--- config.mk ---
export PLATFORM = sky130hd
export DESIGN_NAME = avmm_lvds_req_bridge
export DESIGN_NICKNAME = d
export VERILOG_FILES = /design/src/rtl/avmm_lvds_req_bridge.sv
export SDC_FILE = /design/constraint.sdc
export NUM_CORES = 1
export LEC_CHECK = 0
export ABC_AREA = 1
export BUFFER_PORTS_ARGS = -buffer_cell sky130_fd_sc_hd__buf_2
export CAP_MARGIN = 40
export CORE_MARGIN = 1.5
export CORE_UTILIZATION = 53
export CTS_BUF_LIST = sky130_fd_sc_hd__clkbuf_4
export CTS_CLUSTER_SIZE = 28
export DETAILED_ROUTE_END_ITERATION = 8
export PLACE_DENSITY_LB_ADDON = 0.12
export REMOVE_ABC_BUFFERS = 1
export SETUP_SLACK_MARGIN = 0.5
export SYNTH_ARGS = -nofsm -noshare
export SYNTH_HDL_FRONTEND = slang
export SYNTH_SLANG_ARGS = --single-unit
--- constraint.sdc ---
create_clock -name clk_i -period 2.6 [get_ports clk_i]
set_clock_uncertainty 0.2 [all_clocks]
set_input_delay 0.39 -clock clk_i [delete_from_list [all_inputs] [get_ports clk_i]]
set_output_delay 0.39 -clock clk_i [all_outputs]
set_load 0.01 [all_outputs]
--- src/rtl/avmm_lvds_req_bridge.sv ---
// rtl/avmm_lvds_req_bridge.sv - Avalon-MM requester that frames commands onto a 32-bit request link
module avmm_lvds_req_bridge #(
    parameter int BURST_W = 8,
    parameter int TIMEOUT = 1024
) (
    input  logic               clk_i,
    input  logic               rst_n_i,
    input  logic [31:0]        avs_address_i,
    input  logic               avs_read_i,
    input  logic               avs_write_i,
    input  logic [31:0]        avs_writedata_i,
    input  logic [3:0]         avs_byteenable_i,
    input  logic [BURST_W-1:0] avs_burstcount_i,
    output logic               avs_waitrequest_o,
    output logic [31:0]        avs_readdata_o,
    output logic               avs_readdatavalid_o,
    output logic [1:0]         avs_response_o,
    output logic [31:0]        req_tx_data_o,
    output logic               req_tx_valid_o,
    input  logic [31:0]        resp_rx_data_i,
    input  logic               resp_rx_valid_i
);

    localparam int                 TMO_W     = $clog2(TIMEOUT + 1);
    localparam logic [TMO_W-1:0]   TMO_LIMIT = TMO_W'(TIMEOUT);
    localparam logic [BURST_W-1:0] ONE_BEAT  = BURST_W'(1);

    typedef enum logic [2:0] {
        S_IDLE,
        S_HDR,
        S_ADDR,
        S_WDATA,
        S_RWAIT
    } state_t;

    state_t             r_state;
    state_t             w_next;

    logic [31:0]        r_addr;
    logic [3:0]         r_be;
    logic [BURST_W-1:0] r_beats;
    logic               r_is_write;
    logic [31:0]        r_wdata;
    logic               r_beat_valid;
    logic [TMO_W-1:0]   r_tmo;
    logic [31:0]        r_rdata;
    logic               r_rdv;
    logic [1:0]         r_resp;

    logic [31:0]        w_h0;
    logic               w_wait;
    logic               w_tx_valid;
    logic [31:0]        w_tx_data;
    logic               w_accept;
    logic               w_enter_rwait;
    logic               w_in_wdata;
    logic               w_beat_send;
    logic               w_beat_take;
    logic               w_rd_word;
    logic               w_rd_fill;
    logic               w_last;
    logic               w_tmo_hit;

    assign w_last    = (r_beats == ONE_BEAT);
    assign w_tmo_hit = (r_tmo == TMO_LIMIT);

    // Header word: direction, byte enables and the normalised beat count
    always_comb begin
        w_h0                = '0;
        w_h0[BURST_W-1:0]   = r_beats;
        w_h0[27:24]         = r_be;
        w_h0[31]            = r_is_write;
    end

    // Next-state and per-state strobes; waitrequest is only released where a command or beat can be taken
    always_comb begin
        w_next        = r_state;
        w_wait        = 1'b1;
        w_tx_valid    = 1'b0;
        w_tx_data     = '0;
        w_accept      = 1'b0;
        w_enter_rwait = 1'b0;
        w_in_wdata    = 1'b0;
        w_beat_send   = 1'b0;
        w_beat_take   = 1'b0;
        w_rd_word     = 1'b0;
        w_rd_fill     = 1'b0;
        case (r_state)
            S_IDLE: begin
                w_wait   = 1'b0;
                w_accept = avs_read_i | avs_write_i;
                if (w_accept) begin
                    w_next = S_HDR;
                end
            end
            S_HDR: begin
                w_tx_valid = 1'b1;
                w_tx_data  = w_h0;
                w_next     = S_ADDR;
            end
            S_ADDR: begin
                w_tx_valid = 1'b1;
                w_tx_data  = r_addr;
                if (r_is_write) begin
                    w_next = S_WDATA;
                end else begin
                    w_enter_rwait = 1'b1;
                    w_next        = S_RWAIT;
                end
            end
            S_WDATA: begin
                w_in_wdata = 1'b1;
                if (r_beat_valid) begin
                    w_tx_valid  = 1'b1;
                    w_tx_data   = r_wdata;
                    w_beat_send = 1'b1;
                    // the beat on the link now is the last one: nothing more to take
                    w_wait      = w_last;
                    if (w_last) begin
                        w_next = S_IDLE;
                    end
                end else begin
                    w_wait = 1'b0;
                end
                w_beat_take = avs_write_i & ~w_wait;
            end
            S_RWAIT: begin
                // once the timeout fires, the rest of the burst is filled regardless of late words
                if (w_tmo_hit) begin
                    w_rd_fill = 1'b1;
                end else begin
                    w_rd_word = resp_rx_valid_i;
                end
                if ((w_rd_fill | w_rd_word) && w_last) begin
                    w_next = S_IDLE;
                end
            end
            default: begin
                w_next = S_IDLE;
            end
        endcase
    end

    // State register
    always_ff @(posedge clk_i or negedge rst_n_i) begin
        if (!rst_n_i) begin
            r_state <= S_IDLE;
        end else begin
            r_state <= w_next;
        end
    end

    // Command latch, beat counter, timeout counter and registered read return path
    always_ff @(posedge clk_i or negedge rst_n_i) begin
        if (!rst_n_i) begin
            r_addr       <= '0;
            r_be         <= '0;
            r_beats      <= '0;
            r_is_write   <= 1'b0;
            r_wdata      <= '0;
            r_beat_valid <= 1'b0;
            r_tmo        <= '0;
            r_rdata      <= '0;
            r_rdv        <= 1'b0;
            r_resp       <= '0;
        end else begin
            r_rdv  <= 1'b0;
            r_resp <= 2'b00;
            if (w_accept) begin
                r_addr       <= avs_address_i;
                r_be         <= avs_byteenable_i;
                r_beats      <= (avs_burstcount_i == '0) ? ONE_BEAT : avs_burstcount_i;
                r_is_write   <= avs_write_i;
                r_wdata      <= avs_writedata_i;
                r_beat_valid <= avs_write_i;
            end
            if (w_enter_rwait) begin
                r_tmo <= '0;
            end
            if (w_in_wdata) begin
                r_beat_valid <= w_beat_take;
                if (w_beat_take) begin
                    r_wdata <= avs_writedata_i;
                end
            end
            if (w_beat_send) begin
                r_beats <= r_beats - ONE_BEAT;
            end
            if (w_rd_fill) begin
                r_rdata <= 32'hDEAD_BEEF;
                r_rdv   <= 1'b1;
                r_resp  <= 2'b10;
                r_beats <= r_beats - ONE_BEAT;
            end else if (w_rd_word) begin
                r_rdata <= resp_rx_data_i;
                r_rdv   <= 1'b1;
                r_beats <= r_beats - ONE_BEAT;
                r_tmo   <= '0;
            end else if (r_state == S_RWAIT) begin
                r_tmo   <= r_tmo + TMO_W'(1);
            end
        end
    end

    assign avs_waitrequest_o   = w_wait | ~rst_n_i;
    assign avs_readdata_o      = r_rdata;
    assign avs_readdatavalid_o = r_rdv;
    assign avs_response_o      = r_resp;
    assign req_tx_data_o       = w_tx_data;
    assign req_tx_valid_o      = w_tx_valid;

endmodule

==> run summary, run 1 <==
The flow ran to the end, and the final reports show no timing, DRC or antenna violations. The run gives 9.70 mm as the detailed placer's ending HPWL. The placed instances occupy a cell area of 6780 um2.

The kind of critical path is reg -> out. For the area of the placeable core, the log shows 10400 um2. Final total power: 9.58 mW. By count the netlist is led by nand2_1 (263), dfrtp_1 (126), nand3_1 (58). From bottom edge to top edge, the die measures 107 um.

The tools report the latest clock arrival within the worst-skew pair as 0.54 ns. The number of antenna violations at the first check in global routing was 0; the average wire per cell in the routed design was 16.0 um. On the worst path, the slowest cell contributes a delay of 0.39 ns. The buffers plus inverters on the worst setup path is 2. The path class of the tightest hold or removal check is in -> reg. The via count of the first global-routing pass is 6059, and the final-report max-slew violation count is 0. The worst setup path is launched from a flop. The final weighted congestion of routability-driven global placement was 0.898; the final number of hold-violating endpoints was 0. Tightest slew margin relative to the limit: 0.569. In the routed design, unresolved DRC markers number 0.

The most used flip-flop cell after synthesis is dfrtp_1. The cell at the root of the clock tree was clkbuf_4. After global routing the overflow that remains totals 0. The area of combinational cells with multiple inputs came out at 2460 um2. The cell count after synthesis came out at 664.

The logs give 0.0865 ns for the worst-case hold slack and 4 for the depth of the CTS H-tree. The clock period minus final worst setup slack was 2.52 ns; the number of detailed-routing iterations run before antenna repair was 5. From synthesis to final layout, the design area changed by 50.2%. The synthesized netlist occupies a cell area of 5750 um2. The final non-filler cell area is 8640 um2, and the number of enable flip-flop cells after synthesis is 0. The tools report the overall track demand over capacity in global routing as 0.322. IR analysis of the VDD net gives a maximum drop of 0.000712 V. Dividing total power by cell area gives a power density of 1110 nW/um2. Registers take 3150 um2. The net count of the finished layout is 1093. The tools report the worst hold endpoint as r_state[0]. The ratio of final minimum period to clock period was 0.968; the count of unique library cells instantiated by Yosys was 34.

Cell taking the most area after synthesis: dfrtp_1. The hold path depth is 5, and the number of port buffers is 180. The worst hold path begins at avs_read_i.

The longest clock path from root to sink contains 2 buffers. Along the worst path, the maximum fanout reaches 4. After the first detailed-routing iteration, the DRC count stood at 536. The via count normalized by instance count was 5.39. During synthesis, Yosys emitted a total of 0 warnings.

The number of clock sinks came out at 126. Based on the critical path, the design can be clocked at up to 397 MHz. In this run the remaining antenna-violating nets after routing total 0. The logs give 4.45 nW for the leakage power summed over all cells and 17 for the number of buffers created by CTS.

The transition at the pin with the smallest max-transition slack is 0.646 ns. For the total wire length, the log shows 18.0 mm. Detailed routing inserted a total of 6065 vias.

Sorting the synthesized cells by area gives the leading types as dfrtp_1 (55%), nand2_1 (17%), nand3_1 (5.0%), o22a_1 (3.7%), a22o_1 (2.9%). After floorplanning, the core was divided into 37 placement rows. For the worst flop-to-flop path, the logic depth is 9. The horizontal die dimension is 107 um, and the number of fillers in the final layout is 623. The critical path goes through inv_1 > ha_1 > nand3_1 > nor2_2 > nand2_1 > nand3_1 > buf_2.

The worst register-to-register path begins at r_state[0]. By instance count, the cell type seen most on the critical path is nand3_1. The worst setup path is captured at an output pin. The run gives 1.93 ns as the data arrival time of the worst path. In this design, the largest share of critical-path delay is due to simple AND/OR/NAND/NOR gates.

After routing, the total negative slack on setup checks comes to 0 ns. Setup repair after global routing could not meet its margin everywhere. The number of inserted diodes was 0; the effective utilization at floorplan was 0.552. The synthesized design contains 126 register bits.

The worst register-to-register path has a setup slack of 0.60 ns. The average instance in the mapped netlist occupies 8.66 um2. The share of synthesized area occupied by flip-flops and latches was 0.548; the area share of the largest cell type after synthesis was 0.548.

The die covers 11500 um2. TritonCTS built the clock tree. The logs give 28.6 mm for the wire length of the first global-routing pass and 182 for the number of I/O pins. Entering global routing, the biggest net connects 127 pins.

The cell with the largest stage delay on the worst path was dfrtp_1. The critical path required time is 2.01 ns, and the setup violation total in the final timing report is 0. The share of layout cells above drive strength 1 works out to 0.286. The clock transition at the register clock pins on the worst setup and hold paths after CTS is 0.11 ns.

nand2_1 is the most common cell in the netlist. The fraction of registers with async set or reset after synthesis came out at 1.00. Across the run, the number of max-cap violations was 0.

The final design utilization is 0.829. The endpoint of the lowest-slack register-to-register path is r_wdata[18].
## worst max-delay path by stage
stage                    start                end  slack, ns  cells after the start
floorplan           r_state[1]         r_wdata[0]      -0.09                      7
global placement    r_state[0]  req_tx_data_o[24]       0.45                      7
detailed placement  r_state[0]   req_tx_data_o[7]       0.38                      6
CTS                 r_state[1]  avs_waitrequest_o       0.11                      7
global route        r_beats[1]  avs_waitrequest_o      -0.03                      7
finish              r_beats[1]  avs_waitrequest_o       0.08                      7
## where the power goes
group | switching (mW) | internal [mW] | total [mW]
sequential | 0.590 | 2.86 | 3.45
clock | 0.754 | 0.662 | 1.42
combinational | 2.71 | 1.99 | 4.71
total | 4.06 | 5.52 | 9.58
## worst register-to-register path: cells and delay by family (launching register included)
family | cells | cell delay (ns)
simple gates | 4 | 0.46
compound gates | 1 | 0.19
buf+inv | 4 | 0.62
flops | 1 | 0.44
## metal layers
layer  share of wire  track usage  routed length, um  up-vias
met5               0            0                  0        -
met3           0.075       0.0796               1360       49
met2            0.52        0.563               9440      293
met4           0.024        0.125                434        0
li1                -            -                  -     2811
met1            0.38        0.380               6810     2912
## cells by family (layout without fill, tap and decap cells)
family | count (synthesis) | count (layout) | synth area share
other | 1 | 1 | 0.000652
XOR/XNOR | 7 | 7 | 0.0107
AND/OR/NAND/NOR | 365 | 365 | 0.257
buffers and inverters | 66 | 391 | 0.0507
flip-flops | 126 | 126 | 0.548
adder cells (fa/ha/maj) | 4 | 4 | 0.00870
AO/OA/AOI/OAI | 95 | 95 | 0.124
## cell type report
cell class	count	share of cell area
Sequential cell	126	0.365
Clock buffer	17	0.0148
Tap cell	136	0.0197
Clock inverter	15	0.0198
Inverter	34	0.0161
Timing Repair Buffer	325	0.280
Multi-Input combinational cell	472	0.284
## state kept, by name, indices dropped and copies added, names as in the netlist
name and flops:
avs_response_o 1, r_tmo 11, r_wdata 32, r_beat_valid 1, r_addr 32, r_is_write 1
avs_readdata_o 32, r_state 3, r_beats 8, avs_readdatavalid_o 1, r_be 4
## what timing repair did
| action | CTS | global route |
|---|---|---|
| hold endpoints to repair | 236 | 0 |
| buffers inserted | 14 | 5 |
| pin swaps | 3 | 0 |
| hold buffers | 110 | 0 |
| resized for setup | 39 | 32 |
| gates cloned | 2 | 1 |
| setup endpoints to repair | 66 | 155 |
## placed cells by master (no fill, tap or decap), drive strengths merged
cell,Yosys,routed
clkinv,1,9
nor3b,1,1
a211o,1,1
nor2,31,31
a21boi,1,1
a22oi,13,13
a31oi,1,1
conb,1,1
dfrtp,126,126
xor2,5,5
inv,33,34
o22a,24,24
nand2,266,266
xnor2,2,2
clkinvlp,0,3
bufinv,0,3
o22ai,2,2
dlygate4sd3,0,110
ha,4,4
a22o,19,19
buf,15,214
o211ai,2,2
o31ai,1,1
o21bai,1,1
clkbuf,17,18
a21oi,3,3
o21ai,27,27
nor3,8,8
nand3,59,59
## through the flow
stage,instances,worst slack (ns)
CTS,1119,0.111
global placement,961,0.455
detailed placement,961,0.383
global route,1125,-0.0268
finish,1125,0.0828
floorplan,632,-0.0919
Power figures use the tool's default switching activity.
==> inputs of run 2 (changes only) <==
- CELL_PAD_IN_SITES_DETAIL_PLACEMENT: not set -> 1
- CELL_PAD_IN_SITES_GLOBAL_PLACEMENT: not set -> 1
- CORE_UTILIZATION: 53 -> 39
- TNS_END_PERCENT: not set -> 5
==> run 2 against run 1 <==
Net effect:
- die area rose by 35%
- global-route usage fell by 4.7 points
- worst setup slack improved by 0.027 ns
- clock-buffer cell count rose by 2
- non-clock buffer count fell by 8
- maximum frequency rose by 1.1%
- cell area rose by 0.54%
- critical endpoint is now req_tx_data_o[27]
- combinational power fell by 2%
- wire length rose by 15%
- final cell count rose by 3.6%
==> run summary, run 2 (same netlist as run 1, synthesis figures left out) <==
The flow ran to the end, and the final reports show no timing, DRC or antenna violations. The total power per unit cell area works out to 1130 nW/um2. Remaining design rule violation count: 0. The logs give 14500 um2 for the area of the placeable core and 0 for the final-report max-slew violation count.

The run gives 33.6 mm as the wire length of the first global-routing pass. The routing usage on met3 came out at 0.0627. The logs give 20.8 mm for the total wire length and 0.493 for the met2 track demand over resource in global routing. The clock period minus final worst setup slack works out to 2.49 ns. The path category of the worst min-delay check was in -> reg. Across the run, the number of max-cap violations was 0.

The logs give 0.274 for the overall track demand over capacity in global routing and 0 for the number of antenna violations at the first check in global routing. Data arrives at the worst endpoint at 1.90 ns. The die covers 15500 um2.

The run gives 1165 as the final cell count without fillers. The transition at the pin with the smallest max-transition slack is 0.727 ns. The tools report the sort of element at the start of the critical path as a flop. In this run the number of H-tree levels came out at 4. For the met1 usage, the log shows 0.313.

The run gives 2 as the number of buffers between clock root and the deepest sink. Using the TritonRoute via totals, the vias-per-cell ratio works out to 5.09. Final design utilization: 0.600. Synthesis-to-finish area growth: 51.0%. After global routing the overflow that remains totals 0. In this run the most used layer during global routing was met2. Detailed placement ended at an HPWL of 11.4 mm. After clock tree synthesis, the clock-pin slew on the worst setup and hold paths is 0.12 ns. The number of port buffers is 180. Critical path endpoint: req_tx_data_o[27]. Summing over every cut layer, the via total after detailed routing is 5930. The peak fanout along the critical path was 7. The tools report the critical path required time as 2.01 ns. Endpoint of the lowest-slack register-to-register path: r_wdata[26]. The analysis attributes to cell leakage a power of 4.45 nW. The kind of critical path was reg -> out.

Tracing the worst setup path back leads to its startpoint at r_state[2]. The logs give 0.58 ns for the register-to-register setup slack and 182 for the number of I/O pins. The latest clock arrival within the worst-skew pair was 0.54 ns; the pin count of the biggest net entering global routing was 127. Counting tap cells, the placed design contains a total of 1010 instances.

The count of nets left with antenna violations once routing finished came out at 0. The number of detailed-routing iterations run before antenna repair was 4. The height of the chip is 124 um, and the final total negative setup slack is 0 ns. For the number of clock sinks, the log shows 126.

The average wire per cell in the routed design was 17.8 um. The most common library cell in the layout ignoring fill and taps was nand2_1. TritonCTS built the clock tree. Setup repair after global routing could not meet its margin everywhere.

The peak supply drop was 0.000444 V. The startpoint identified for the worst register-to-register timing path is r_state[0]. For the final number of hold-violating endpoints, the log shows 0.

The net count of the finished layout is 1085. The logic depth of the worst register-to-register path is 8, and the number of inserted diodes is 0. Derived from the worst setup path, the maximum achievable clock frequency is 402 MHz. The floorplan has 44 rows. STA classifies the critical path endpoint as an output pin. From left edge to right edge, the die measures 124 um. The cell at the root of the clock tree is clkbuf_4.

Tightest slew margin relative to the limit: 0.516. The effective utilization at floorplan is 0.397, and the number of buffers created by CTS is 17. After layout, the design draws a total of 9.80 mW. The ratio of final minimum period to clock period was 0.958; the via count of the first global-routing pass was 6615.

The top cell types in the final layout, fill and taps aside, are nand2_1 (261), buf_2 (178), dfrtp_1 (124), dlygate4sd3_1 (110), nand3_1 (56). Share of layout cells above drive strength 1: 0.276. In this run, the number of DRC markers left after iteration 0 of detailed routing was 336. The final weighted congestion of routability-driven global placement is 0.780, and the setup violation total in the final timing report is 0.
[run 2: stage by stage]
step                      hold WS (ns)  setup WS (ns)  area, um2
after detailed placement         0.264          0.307       6860
final                            0.100          0.110       8680
after floorplan                 -0.106        -0.0919       5590
after global placement           0.255          0.503       6860
after global routing            0.0839        -0.0231       8680
after CTS                       0.0240          0.101       8560
[run 2: area by class of cell]
cell class | count | area (um2)
fill | 1730 | 5790
sequential | 126 | 3160
multi-input combinational | 472 | 2400
timing repair buffer | 317 | 2390
tap | 184 | 230
clock inverter | 13 | 219
clock buffer | 19 | 143
inverter | 34 | 138
[run 2: what timing repair did]
action / in CTS / in global routing
setup buffers: 8 / 1
pin swaps: 1 / 23
resized for setup: 35 / 29
endpoints found under the hold margin: 236 / 0
endpoints found under the setup margin: 66 / 144
gates cloned: 3 / 1
hold buffers: 110 / 0
[run 2: how the worst min path moves through the flow]
stage	from	endpoint	slack (ns)	cells past startpoint
CTS	avs_read_i	r_state[0]	0.02	5
global placement	r_addr[29]	r_addr[29]	0.25	2
global route	avs_read_i	r_state[0]	0.08	5
detailed placement	r_addr[6]	r_addr[6]	0.26	2
finish	avs_read_i	r_state[0]	0.10	5
floorplan	rst_n_i	avs_readdata_o[0]	-0.11	0
[run 2: critical path: stages (launching register included)]
cell,delay [ns]
dfrtp_1,0.42
inv_4,0.09
nand3_4,0.08
nor2_4,0.19
buf_6,0.16
clkbuf_16,0.16
a22oi_1,0.07
nand2_1,0.06
buf_2,0.13
[run 2: per-layer routing]
layer	routed length, um	vias to the layer above
li1	-	2796
met5	0	-
met2	11100	188
met3	964	35
met4	435	0
met1	8300	2911
[run 2: where the power goes]
part / total [mW] / switching (mW) / internal, mW / leakage (nW)
clock: 1.71 / 0.738 / 0.968 / 0.193
combinational: 4.63 / 2.75 / 1.88 / 2.72
sequential: 3.47 / 0.603 / 2.87 / 1.54
total: 9.80 / 4.09 / 5.71 / 4.45
==> inputs of run 3 (changes only) <==
- CTS_BUF_LIST: sky130_fd_sc_hd__clkbuf_4 -> sky130_fd_sc_hd__clkbuf_8
==> run 3 against run 2 <==
Net effect:
- clock-buffer cell count increased by 1
- register-to-register slack got worse by 0.04 ns
- flip-flop and latch count is the same
- maximum frequency increased by 3.1%
- final cell count is 0.77% lower
- worst hold slack got worse by 0.076 ns
- cell area shrank 0.58%
- sequential power about the same
- global-route usage shrank 0.40 points
- die area is the same
- core utilization fell by 0.35 points
- highest routed layer unchanged
==> run summary, run 3 (same netlist as run 1, synthesis figures left out) <==
The run finished with clean final reports. From bottom edge to top edge, the die measures 124 um. At the worst endpoint, the arrival time is 1.83 ns. The latest clock arrival within the worst-skew pair was 0.44 ns; the horizontal die dimension was 124 um.

The final number of hold-violating endpoints was 0. In the final layout, the multi-input gates occupy 2380 um2. In this run the tool buffered the top-level ports with 180 buffer cells. The run gives 4 as the number of detailed-routing iterations run before antenna repair. Number of I/O pins: 182. After global routing the overflow that remains totals 0. The path category of the worst min-delay check is in -> reg.

The peak fanout along the critical path was 4; the leakage power summed over all cells was 4.44 nW. For the number of buffers between clock root and the deepest sink, the log shows 2. Across the run, the number of max-cap violations was 0. For this run, the post-layout net count is 1076. The number of fillers in the final layout is 1723.

At the pin with the least slew margin, the transition time is 0.697 ns. The run gives 5899 as the number of vias in the routed layout. Using the TritonRoute via totals, the vias-per-cell ratio works out to 5.10.

The finished cells cover 8630 um2. CTS placed an instance of clkbuf_8 at the clock tree root. The clock period minus final worst setup slack was 2.42 ns. The logs give 2.01 ns for the critical path required time and 11.4 mm for the detailed placer's ending HPWL. The first routing iteration left 294 violations. The critical path is of the reg -> out type.

The final-report max-slew violation count was 0. For the setup violation total in the final timing report, the log shows 0. Dividing total power by cell area gives a power density of 1160 nW/um2. The completed layout was analyzed and its total power is 10.1 mW. The tools report the sort of element at the start of the critical path as a flop. 0 antenna diodes ended up in the layout.

TritonCTS built the clock tree. Traced cell by cell, the critical path runs through buf_4 > nor3_4 > clkinvlp_4 > nand3_1 > buf_2. The share of layout cells above drive strength 1 is 0.270. The tools report the tightest slew margin relative to the limit as 0.536. The logs give 44 for the number of rows created at floorplan and 4 for the depth of the CTS H-tree.

In this run the remaining antenna-violating nets after routing total 0. The number of antenna violations at the first check in global routing came out at 0. From synthesis to final layout, the design area changed by 50.1%. After detailed placement, the total cell area comes to 6860 um2. On the worst path, the slowest cell contributes a delay of 0.42 ns. Number of clock sinks: 126. The ratio of final minimum period to clock period was 0.929; the clock transition at the register clock pins on the worst setup and hold paths after CTS was 0.07 ns.

The overall track demand over capacity in global routing is 0.270, and the average wire per cell in the routed design is 17.7 um. The run gives 0 as the remaining design rule violation count. The floorplan step defined a die boundary enclosing 15500 um2.

The area of the placeable core was 14500 um2. The run gives 33.2 mm as the wire length of the first global-routing pass. The most common library cell in the layout ignoring fill and taps is nand2_1.

The sequential cell area came out at 3160 um2. Summed over all layers, the routed wires come to 20.5 mm. Entering global routing, the biggest net connects 127 pins. Setup repair after global routing could not meet its margin everywhere.

The logs give 0.780 for the final weighted congestion of routability-driven global placement and 17 for the number of buffers created by CTS. The kind of cell adding the most delay to the critical path is buffers and inverters. The run gives 0.000465 V as the peak supply drop. The via count of the first global-routing pass came out at 6566. The buffers plus inverters on the worst setup path works out to 3. The effective utilization at floorplan came out at 0.397. Cell with the largest stage delay on the worst path: dfrtp_1.

Kind of end point of the critical path: an output pin. The library cells used most frequently in the layout, excluding fill and tap cells, are nand2_1 (262), buf_2 (179), dfrtp_1 (124), dlygate4sd3_1 (103), nand3_1 (56). The maximum clock rate came out at 414 MHz.
==> run 3: cell count changes in the layout (fill, tap and decap cells not counted), moves of 5 or more <==
| cell | before | now |
|---|---|---|
| clkbuf_8 | 0 | 20 |
| clkbuf_4 | 19 | 0 |
| dlygate4sd3_1 | 110 | 103 |
| buf_4 | 11 | 16 |
==> run 3: path summary, 6_finish.rpt <==
path | depth (start not counted) | slack (ns) | to | from
max reg2reg | 8 | 0.54 | r_beats[2] | r_state[1]
max | 5 | 0.18 | req_tx_valid_o | r_state[2]
min in group asynchronous | 3 | 0.46 | avs_readdata_o[31] | rst_n_i
min reg2reg | 2 | 0.28 | avs_readdata_o[24] | avs_readdata_o[24]
min | 3 | 0.02 | r_beats[7] | avs_burstcount_i[7]
max in group asynchronous | 3 | 1.18 | r_state[1] | rst_n_i
==> run 3: worst reg2reg max path: cells and delay by family, from the launching register on <==
kind / cells / cell delay [ns]
AO/OA/AOI/OAI: 1 / 0.17
buffers and inverters: 1 / 0.47
flip-flops: 1 / 0.48
AND/OR/NAND/NOR: 6 / 0.67
==> run 3: metrics by stage <==
stage          worst slack [ns]  std cells  setup TNS (ns)  hold slack [ns]   util
3_3_place_gp              0.503       1010               0            0.255  0.474
4_1_cts                   0.217       1151               0          0.00126  0.589
5_1_grt                  0.0489       1156               0           0.0195  0.596
2_1_floorplan           -0.0919        632           -2.94           -0.106      -
3_5_place_dp              0.307       1010               0            0.264  0.474
6_report                  0.184       1156               0           0.0243  0.596
==> run 3: final cells by class <==
type / count / area share
clock buffer: 20 / 0.0319
timing repair inverter: 1 / 0.000869
clock inverter: 12 / 0.0249
inverter: 34 / 0.0159
multi-input combinational: 472 / 0.276
sequential: 126 / 0.365
tap: 184 / 0.0267
timing repair buffer: 307 / 0.258
==> run 3: where the power goes <==
part	switching, mW	internal (mW)
combinational	2.69	1.78
clock	0.790	1.31
sequential	0.608	2.87
total	4.09	5.96
==> run 3: routing by layer <==
layer	global-route usage	part of all wire	up-vias
li1	-	-	2762
met1	0.310	0.40	2912
met2	0.490	0.53	178
met3	0.0511	0.046	47
met4	0.115	0.030	0
met5	0	0	-
==> run 3: timing repair <==
action / 4_1_cts / 5_1_grt
resized for setup: 19 / 17
endpoints found under the setup margin: 66 / 118
pin swaps: 1 / 4
setup buffers: 4 / 3
hold buffers: 103 / 0
gates cloned: 2 / 2
hold endpoints to repair: 228 / 0
